### config.mk
export PLATFORM = sky130hd
export DESIGN_NAME = idct_transpose_flat
export DESIGN_NICKNAME = d
export VERILOG_FILES = /design/src/rtl/idct_transpose_if.sv /design/src/rtl/idct_transpose.sv /design/src/flat_wrapper.sv
export SDC_FILE = /design/constraint.sdc
export NUM_CORES = 2
export LEC_CHECK = 0
export BUFFER_PORTS_ARGS = -buffer_cell sky130_fd_sc_hd__buf_2
export CAP_MARGIN = 20
export CORE_ASPECT_RATIO = 1.2
export CORE_MARGIN = 2
export CORE_UTILIZATION = 55
export CTS_BUF_LIST = sky130_fd_sc_hd__clkbuf_16
export CTS_CLUSTER_SIZE = 10
export DETAILED_ROUTE_END_ITERATION = 10
export GPL_TIMING_DRIVEN = 1
export MAX_ROUTING_LAYER = met4
export PLACE_DENSITY = 0.73
export SYNTH_ARGS = -nofsm -noshare
export SYNTH_HDL_FRONTEND = slang
export SYNTH_SLANG_ARGS = --single-unit
### constraint.sdc
create_clock -name clk -period 25.1 [get_ports clk]
set_clock_uncertainty 0.05 [all_clocks]
set_input_delay 3.765 -clock clk [delete_from_list [all_inputs] [get_ports clk]]
set_output_delay 3.765 -clock clk [all_outputs]
set_load 0.01 [all_outputs]
### src/rtl/idct_transpose_if.sv
// Row-in / column-out bus between the row IDCT, the transpose buffer and the column IDCT.
// master: the surrounding pipeline (drives rows, accepts columns); slave: the transpose buffer.
interface idct_transpose_if;
  localparam int unsigned W  = 32;
  localparam int unsigned CW = 3;

  logic signed [W-1:0]  x0, x1, x2, x3, x4, x5, x6, x7;
  logic                 in_valid;
  logic                 in_ready;

  logic signed [W-1:0]  y0, y1, y2, y3, y4, y5, y6, y7;
  logic                 out_valid;
  logic                 out_ready;
  logic [CW-1:0]        out_col;
  logic                 out_last;

  modport master (
    output x0, x1, x2, x3, x4, x5, x6, x7,
    output in_valid,
    input  in_ready,
    input  y0, y1, y2, y3, y4, y5, y6, y7,
    input  out_valid,
    output out_ready,
    input  out_col,
    input  out_last
  );

  modport slave (
    input  x0, x1, x2, x3, x4, x5, x6, x7,
    input  in_valid,
    output in_ready,
    output y0, y1, y2, y3, y4, y5, y6, y7,
    output out_valid,
    input  out_ready,
    output out_col,
    output out_last
  );
endinterface

### src/rtl/idct_transpose.sv
// Ping-pong 8x8 transpose buffer: rows in from the row IDCT, columns out to the column IDCT.
// One bank fills while the other drains; blocks leave in arrival order, bit-exact.
module idct_transpose (
  input  logic            clk,
  input  logic            reset,
  idct_transpose_if.slave bus
);
  localparam int unsigned W  = 32;
  localparam int unsigned N  = 8;
  localparam int unsigned IW = 3;
  localparam int unsigned NB = 2;

  typedef logic signed [W-1:0] word_t;
  typedef word_t [N-1:0]       row_t;

  // Storage is never reset: its contents are only visible while out_valid is high.
  row_t          bank_q [NB][N];

  logic [NB-1:0] full_q, full_d;
  logic          wr_bank_q, wr_bank_d;
  logic          rd_bank_q, rd_bank_d;
  logic [IW-1:0] wr_row_q, wr_row_d;
  logic [IW-1:0] rd_col_q, rd_col_d;

  logic          in_ready_c;
  logic          out_valid_c;
  logic          wr_en;
  logic          rd_en;
  row_t          row_in;
  row_t          col_out;

  assign row_in = {bus.x7, bus.x6, bus.x5, bus.x4, bus.x3, bus.x2, bus.x1, bus.x0};

  // Handshake decode and next-state; a bank is written only when empty and read only when full.
  always_comb begin
    full_d      = full_q;
    wr_bank_d   = wr_bank_q;
    rd_bank_d   = rd_bank_q;
    wr_row_d    = wr_row_q;
    rd_col_d    = rd_col_q;

    in_ready_c  = !full_q[wr_bank_q];
    out_valid_c = full_q[rd_bank_q];
    wr_en       = bus.in_valid && in_ready_c;
    rd_en       = out_valid_c && bus.out_ready;

    if (wr_en) begin
      wr_row_d = wr_row_q + IW'(1);
      if (wr_row_q == IW'(N - 1)) begin
        full_d[wr_bank_q] = 1'b1;
        wr_bank_d         = ~wr_bank_q;
      end
    end

    // The bank being drained is never the bank being completed, so both updates can coexist.
    if (rd_en) begin
      rd_col_d = rd_col_q + IW'(1);
      if (rd_col_q == IW'(N - 1)) begin
        full_d[rd_bank_q] = 1'b0;
        rd_bank_d         = ~rd_bank_q;
      end
    end
  end

  always_ff @(posedge clk or negedge reset) begin
    if (!reset) begin
      full_q    <= '0;
      wr_bank_q <= 1'b0;
      rd_bank_q <= 1'b0;
      wr_row_q  <= '0;
      rd_col_q  <= '0;
    end else begin
      full_q    <= full_d;
      wr_bank_q <= wr_bank_d;
      rd_bank_q <= rd_bank_d;
      wr_row_q  <= wr_row_d;
      rd_col_q  <= rd_col_d;
    end
  end

  always_ff @(posedge clk) begin
    if (wr_en) begin
      bank_q[wr_bank_q][wr_row_q] <= row_in;
    end
  end

  // Column gather: word k of the output is row k of the draining bank at the current column.
  always_comb begin
    col_out = '0;
    if (out_valid_c) begin
      for (int k = 0; k < N; k++) begin
        col_out[IW'(k)] = bank_q[rd_bank_q][IW'(k)][rd_col_q];
      end
    end
  end

  assign bus.in_ready  = in_ready_c;
  assign bus.out_valid = out_valid_c;
  assign bus.out_col   = rd_col_q;
  assign bus.out_last  = out_valid_c && (rd_col_q == IW'(N - 1));

  assign bus.y0 = col_out[0];
  assign bus.y1 = col_out[1];
  assign bus.y2 = col_out[2];
  assign bus.y3 = col_out[3];
  assign bus.y4 = col_out[4];
  assign bus.y5 = col_out[5];
  assign bus.y6 = col_out[6];
  assign bus.y7 = col_out[7];

endmodule

### src/flat_wrapper.sv
// flat-port wrapper written by rule: the top's interface ports become plain ports
module idct_transpose_flat 
  (clk, reset, bus_x0, bus_x1, bus_x2, bus_x3, bus_x4, bus_x5, bus_x6, bus_x7, bus_in_valid, bus_in_ready, bus_y0, bus_y1, bus_y2, bus_y3, bus_y4, bus_y5, bus_y6, bus_y7, bus_out_valid, bus_out_ready, bus_out_col, bus_out_last);
  idct_transpose_if bus_i ();
  input  logic clk;
  input  logic reset;
  input wire logic [$bits(bus_i.x0)-1:0] bus_x0;
  input wire logic [$bits(bus_i.x1)-1:0] bus_x1;
  input wire logic [$bits(bus_i.x2)-1:0] bus_x2;
  input wire logic [$bits(bus_i.x3)-1:0] bus_x3;
  input wire logic [$bits(bus_i.x4)-1:0] bus_x4;
  input wire logic [$bits(bus_i.x5)-1:0] bus_x5;
  input wire logic [$bits(bus_i.x6)-1:0] bus_x6;
  input wire logic [$bits(bus_i.x7)-1:0] bus_x7;
  input wire logic [$bits(bus_i.in_valid)-1:0] bus_in_valid;
  output wire logic [$bits(bus_i.in_ready)-1:0] bus_in_ready;
  output wire logic [$bits(bus_i.y0)-1:0] bus_y0;
  output wire logic [$bits(bus_i.y1)-1:0] bus_y1;
  output wire logic [$bits(bus_i.y2)-1:0] bus_y2;
  output wire logic [$bits(bus_i.y3)-1:0] bus_y3;
  output wire logic [$bits(bus_i.y4)-1:0] bus_y4;
  output wire logic [$bits(bus_i.y5)-1:0] bus_y5;
  output wire logic [$bits(bus_i.y6)-1:0] bus_y6;
  output wire logic [$bits(bus_i.y7)-1:0] bus_y7;
  output wire logic [$bits(bus_i.out_valid)-1:0] bus_out_valid;
  input wire logic [$bits(bus_i.out_ready)-1:0] bus_out_ready;
  output wire logic [$bits(bus_i.out_col)-1:0] bus_out_col;
  output wire logic [$bits(bus_i.out_last)-1:0] bus_out_last;
  assign bus_i.x0 = bus_x0;
  assign bus_i.x1 = bus_x1;
  assign bus_i.x2 = bus_x2;
  assign bus_i.x3 = bus_x3;
  assign bus_i.x4 = bus_x4;
  assign bus_i.x5 = bus_x5;
  assign bus_i.x6 = bus_x6;
  assign bus_i.x7 = bus_x7;
  assign bus_i.in_valid = bus_in_valid;
  assign bus_in_ready = bus_i.in_ready;
  assign bus_y0 = bus_i.y0;
  assign bus_y1 = bus_i.y1;
  assign bus_y2 = bus_i.y2;
  assign bus_y3 = bus_i.y3;
  assign bus_y4 = bus_i.y4;
  assign bus_y5 = bus_i.y5;
  assign bus_y6 = bus_i.y6;
  assign bus_y7 = bus_i.y7;
  assign bus_out_valid = bus_i.out_valid;
  assign bus_i.out_ready = bus_out_ready;
  assign bus_out_col = bus_i.out_col;
  assign bus_out_last = bus_i.out_last;
  idct_transpose u_core (.clk(clk), .reset(reset), .bus(bus_i));
endmodule
; After elaboration in Yosys (flattened, before gate mapping)
; Memory sizes are Yosys's and may differ from the RTL's.
; Index checks and enable logic that the tools add are counted.
[op_classes]
addsub = 2
mul = 0
div = 0
order_cmp = 7
eq_ne = 2
shifts = 0
n_mux = 25
n_bitwise = 6
reduce_logical = 9
[ops]
columns = op, n
row1 = 2048-bit two-way mux, 1
row2 = 256-bit demux with 3-bit select, 1
row3 = 32-bit binary-select mux with 3-bit select, 4
row4 = 256-bit two-way mux, 1
row5 = 128-bit two-way mux, 1
row6 = 32-bit two-way mux, 4
row7 = 2-bit two-way mux, 4
row8 = 1-bit two-way mux, 7
row9 = "3-bit by 1-bit adder with 3-bit output, second input constant", 2
row10 = "3-bit equality test, second input constant", 2
row11 = 1-bit logical AND, 6
row12 = "4-bit greater-or-equal comparator, second input constant", 1
row13 = "1-bit by 2-bit < comparator with 1-bit output, second input constant", 2
row14 = "3-bit by 4-bit < comparator with 1-bit output, second input constant", 1
row15 = "4-bit by 1-bit < comparator with 1-bit output, second input constant", 1
row16 = 3-bit NOT with 4-bit output, 1
row17 = 2-bit AND reduction, 2
row18 = 2-bit AND, 1
row19 = 1-bit demux with 1-bit select, 2
row20 = "1-bit greater-or-equal comparator, second input constant", 2
row21 = 1-bit NOT, 2
row22 = 2-bit NOT, 1
row23 = 2-bit bitwise OR, 1
row24 = 1-bit logical NOT, 1
[word_totals]
register_bits = 10
latch_bits = 0
mem_bits_rw = 4096
rom_bits = 0
inputBits = 260
out_inout_bits = 262
word_cells = 57
memories = 1
[mem_list]
columns = name, depth, word_bits, read_ports, rd_clocked_by_memory_dff, write_ports, line_no
row1 = u_core.bank_q, 2, 2048, 1, 0, 1, idct_transpose.sv:17  ; row_t bank_q [NB][N];

; Longest topological paths before layout
[logic_depth]
word_depth = 10
mapped_depth = 6
mapped_depth_nobuf = 5

; Worst setup path before layout
; OpenSTA, ideal clock, no wires.
[synth_path]
kind = input -> register
startpoint = input port bus_in_valid
endpoint = memory u_core.bank_q[1][1792] (netlist bit), enable pin
t_arrival_ns = 21.291
required_time_ns = 23.864
path_slack_ns = 2.574
stages = 3
n_path_buf = 0
cell_sequence = nor2b_1 > nand3b_1 > nor3_1
[synth_between]
elab_chain_len = 3
[synth_lines]
columns = item, line_no
row1 = start: declaration, flat_wrapper.sv:15  ; input wire logic [$bits(bus_i.in_valid)-1:0] bus_in_valid;
row2 = 1-bit logical AND, idct_transpose.sv:44  ; wr_en = bus.in_valid && in_ready_c;
row3 = 1-bit two-way mux, idct_transpose.sv:82  ; if (wr_en) begin
row4 = 2048-bit two-way mux (not written as such), idct_transpose.sv:83  ; bank_q[wr_bank_q][wr_row_q] <= row_in;
row5 = end: declaration, idct_transpose.sv:17
; Every way passes these cells.

; Final worst setup path
[layout_path]
startpoint = register u_core.rd_bank_q
endpoint = output port bus_y3[10]
[layout_between]
elab_chain_len = 4
word_cells_on_any_way = 6
[layout_lines]
columns = item, line_no
row1 = start: declaration, idct_transpose.sv:21  ; logic rd_bank_q, rd_bank_d;
row2 = start signal: assignment, idct_transpose.sv:75  ; rd_bank_q <= rd_bank_d;
row3 = memory 2 x 2048 bit, -
row4 = 32-bit binary-select mux with 3-bit select, idct_transpose.sv:92  ; col_out[IW'(k)] = bank_q[rd_bank_q][IW'(k)][rd_col_q];
row5 = 32-bit two-way mux (not written as such), idct_transpose.sv:92
row6 = 128-bit two-way mux *, idct_transpose.sv:90  ; if (out_valid_c) begin
row7 = end: declaration, flat_wrapper.sv:20  ; output wire logic [$bits(bus_i.y3)-1:0] bus_y3;
; Every way passes the cells marked *; elsewhere a longest branch is shown, timed or not. The select of a mux whose other input is x is not followed.

==> parameters.txt <==
Parameter                              Value

Outcome
  Outcome ... completed

Synthesis
  Yosys warnings ... 0
  Flip-flop and latch count after synthesis ... 2058
  Total standard cell area after synthesis ... about 80000 sq um
  Post-synth top area cell ... edfxtp_1
  Area share of the leading cell type in the synthesized netlist ... 77.9%
  Area contributors post-synth ... edfxtp_1 (78%), mux4_2 (15%), mux2i_1 (3.3%)
  Fraction of the yosys area taken by sequential cells ... 78.2%
  Number of cells produced by synthesis ... ~3300
  Distinct cell type count after synthesis ... 26
  Synth Area per Inst ... 23.9 sq um

Timing
  Achievable Freq ... between 90 and 100 MHz
  Final-report max-slew violation count ... 0
  Final count of hold timing violations ... 0
  RSZ-0062 raised after global routing ... false
  Max-Slew Margin vs Limit ... 20.5%
  Shortest clock period the worst path allows after layout ... between 10000 and 15000 ps
  Final worst hold slack ... 492 ps
  Setup Total Neg Slack ... 0 ps
  Worst Tran Pin Value ... 1190 ps
  Total of endpoints with negative setup slack in the final report ... 0
  Final critical-path share of the clock period ... 40.7%

Worst setup path
  Data required time of the worst path ... around 21000 ps
  Most frequent cell on the critical path ... buf_4
  Critical path depth in cells ... 8
  Largest delay contributor family on the critical path ... buffers and inverters
  Flop-to-flop setup slack ... 20920 ps
  Worst R2R Start ... u_core.full_q[0]
  Critical path endpoint ... bus_y3[10]
  Worst Reg2Reg Path Length in Cells ... 6
  Setup Crit Path Kind ... reg -> out
  Crit path launch type ... flip-flop
  CP peak stage delay ... between 900 and 1000 ps
  Worst path arrival time ... roughly 6400 ps
  Worst R2R End ... u_core.bank_q[0][1177]
  Cells traversed along the worst timing path ... buf_4 -> buf_4 -> buf_4 -> buf_4 -> mux4_2 -> mux2i_1 -> o22ai_1 -> buf_2
  Slowest cell on the critical path ... dfrtp_4
  Kind of end point of the critical path ... output port
  Count of buffer and inverter cells on the critical path ... 5
  First element of the critical path ... u_core.rd_bank_q
  Maximum fanout encountered on the critical timing path ... 44

Pwr
  Cell Pwr Density ... 108 nW/um^2
  P_sw ... 2.78 mW
  Power share of the combinational group ... 27.6%
  Switching Share ... 29.0%
  Max IR drop VDD ... 0.0000975 V
  Pleak ... 29.0 nW
  Share of total power in the clock network ... 29.1%
  Seq pwr share ... a little over two fifths
  Design internal power ... just under 7 mW

CTS
  Clock-pin transition on the worst setup and hold timing paths ... 50 ps
  Buffers from clock root to sink, at most ... 3
  Quantity of gates resized following cts ... 0
  Hold buffers post-CTS ... 0
  Number of H-tree branching levels ... 4
  CTS tree ... built
  Clock buffers created by TritonCTS ... 224
  Post-CTS Repair Setup Buffers ... 0
  Clk_lat worst skew ... 810 ps
  Clock sink total ... 2058
  Clock root buffer master ... clkbuf_16

Route
  WL final ... 159000 microns
  Post-route antenna net violation count ... 0
  Average wire per cell in the routed design ... ~27 microns
  Routed via count ... ~35000
  Detailed-route DRC error count ... 0
  Drt pass-1 iters ... 5
  Drt initial violations ... 3191
  Number of vias per cell ... 6.05

Floorplanning
  Die Area ... 147000 sq um
  Num rows ... 152
  Die Ht ... 419 microns
  Floorplan Core Area ... 143000 sq um
  Initial standard-cell utilization of the core ... a little under three fifths
  Top-level I/O count ... 522
  Horizontal die dimension ... 350 microns

Place
  HPWL after detailed placement ... between 80000 and 90000 microns
  # port buffers ... 393
  Final weighted congestion of routability-driven global placement ... 0.766

Finish
  Commonest non-fill, non-tap cells in the layout ... edfxtp_1 (2048), mux4_2 (512), buf_2 (393), mux2i_1 (257), clkbuf_16 (225)
  Area growth syn-to-layout ... 12.1%
  Most frequent standard cell in the layout excluding fill and tap cells ... edfxtp_1
  Layout cells sized above 1 ... a little under a third
  Number of nets in the final layout ... 4066

GRT
  Antenna violations before repair ... 56
  Global-route wire length before repair ... 237000 microns
  Overall track demand over capacity in global routing ... 22.6%
  Maximum number of pins on one net before global-route repair ... 133
  Overflow left after global routing ... 0
  Number of global-route vias before repair ... around 36000

Hold path
  Classification of the worst-slack hold path ... reg -> reg

Run
  Max Cap Violations ... 0
## worst register-to-register path, delay by kind of cell, from the launching register on
family	cells	cell delay, ps
simple gates	3	1040
flops	1	460
buf+inv	3	2170
## through the flow
stage	setup slack, ps	std cells	util (%)	instance area (sq um)	total power, mW
2_1_floorplan	2570	3425	-	79400	6.22
3_3_place_gp	15350	5500	57.7	82400	6.88
3_5_place_dp	15320	5500	57.7	82400	6.92
4_1_cts	14390	5772	61.9	88400	9.71
5_1_grt	14100	5812	62.0	88500	9.98
6_report	14870	5816	62.0	88500	9.59
## metal layers
layer	share of wire [%]	global-route usage [%]
met3	7.1	5.03
met2	52	36.3
met1	39	29.5
met4	1.9	6.57
met5	0	-
## worst min path at each step
stage	from	end	slack [ps]	depth (start not counted)
after floorplan	u_core.full_q[1]	u_core.rd_bank_q	450	1
after global placement	u_core.wr_row_q[2]	u_core.wr_row_q[2]	470	1
after detailed placement	u_core.wr_row_q[2]	u_core.wr_row_q[2]	480	1
after CTS	u_core.wr_row_q[2]	u_core.wr_row_q[2]	490	1
after global routing	u_core.wr_row_q[2]	u_core.wr_row_q[2]	500	1
final	u_core.wr_row_q[2]	u_core.wr_row_q[2]	490	1
## final cells by class
cell class | count | area, sq um
clock buffer | 225 | 5630
multi-input combinational | 1067 | 15700
tap | 1925 | 2410
timing repair buffer | 451 | 2500
fill | 9442 | 54300
sequential | 2058 | 61800
clock inverter | 47 | 388
antenna | 43 | 108
## sequential cells by signal, summed over array words and instances (netlist names)
name / flops
u_core.wr_bank_q: 1
u_core.bank_q: 2048
u_core.rd_bank_q: 1
u_core.wr_row_q: 3
u_core.bus.out_col: 3
u_core.full_q: 2
## synthesized netlist by cell type
library cell and count:
o31ai_1 2, xnor2_1 2, buf_2 88, a31oi_1 2
and2_1 1, nor2b_1 1, nor3_1 2, mux2i_1 257
conb_1 1, mux2_2 5, clkbuf_1 22, buf_6 31
nand2b_1 3, edfxtp_1 2048, nor2_1 7, dfrtp_1 10
o21ai_0 2, buf_4 150, a21oi_1 2, nand2_1 7
ha_1 4, buf_1 9, mux4_2 512, o22ai_1 128
and3_1 1, nand3b_1 1
## kinds of logic after synthesis
kind of cell,share of synthesized area (%)
xor+xnor,0.0222
fa+ha+maj,0.0634
buf+inv,2.57
other cells,0.00475
simple gates,0.136
flops,78.2
compound gates,1.07
mux,17.9
## power groups by stage
stage          Sequential [mW]  Combinational, mW  Clock, mW
2_1_floorplan             4.26               1.96          0
3_3_place_gp              4.21               2.67          0
3_5_place_dp              4.22               2.69          0
4_1_cts                   4.16               2.70       2.85
5_1_grt                   4.17               2.83       2.98
6_report                  4.16               2.65       2.79
(Power assumes the default switching activity.)
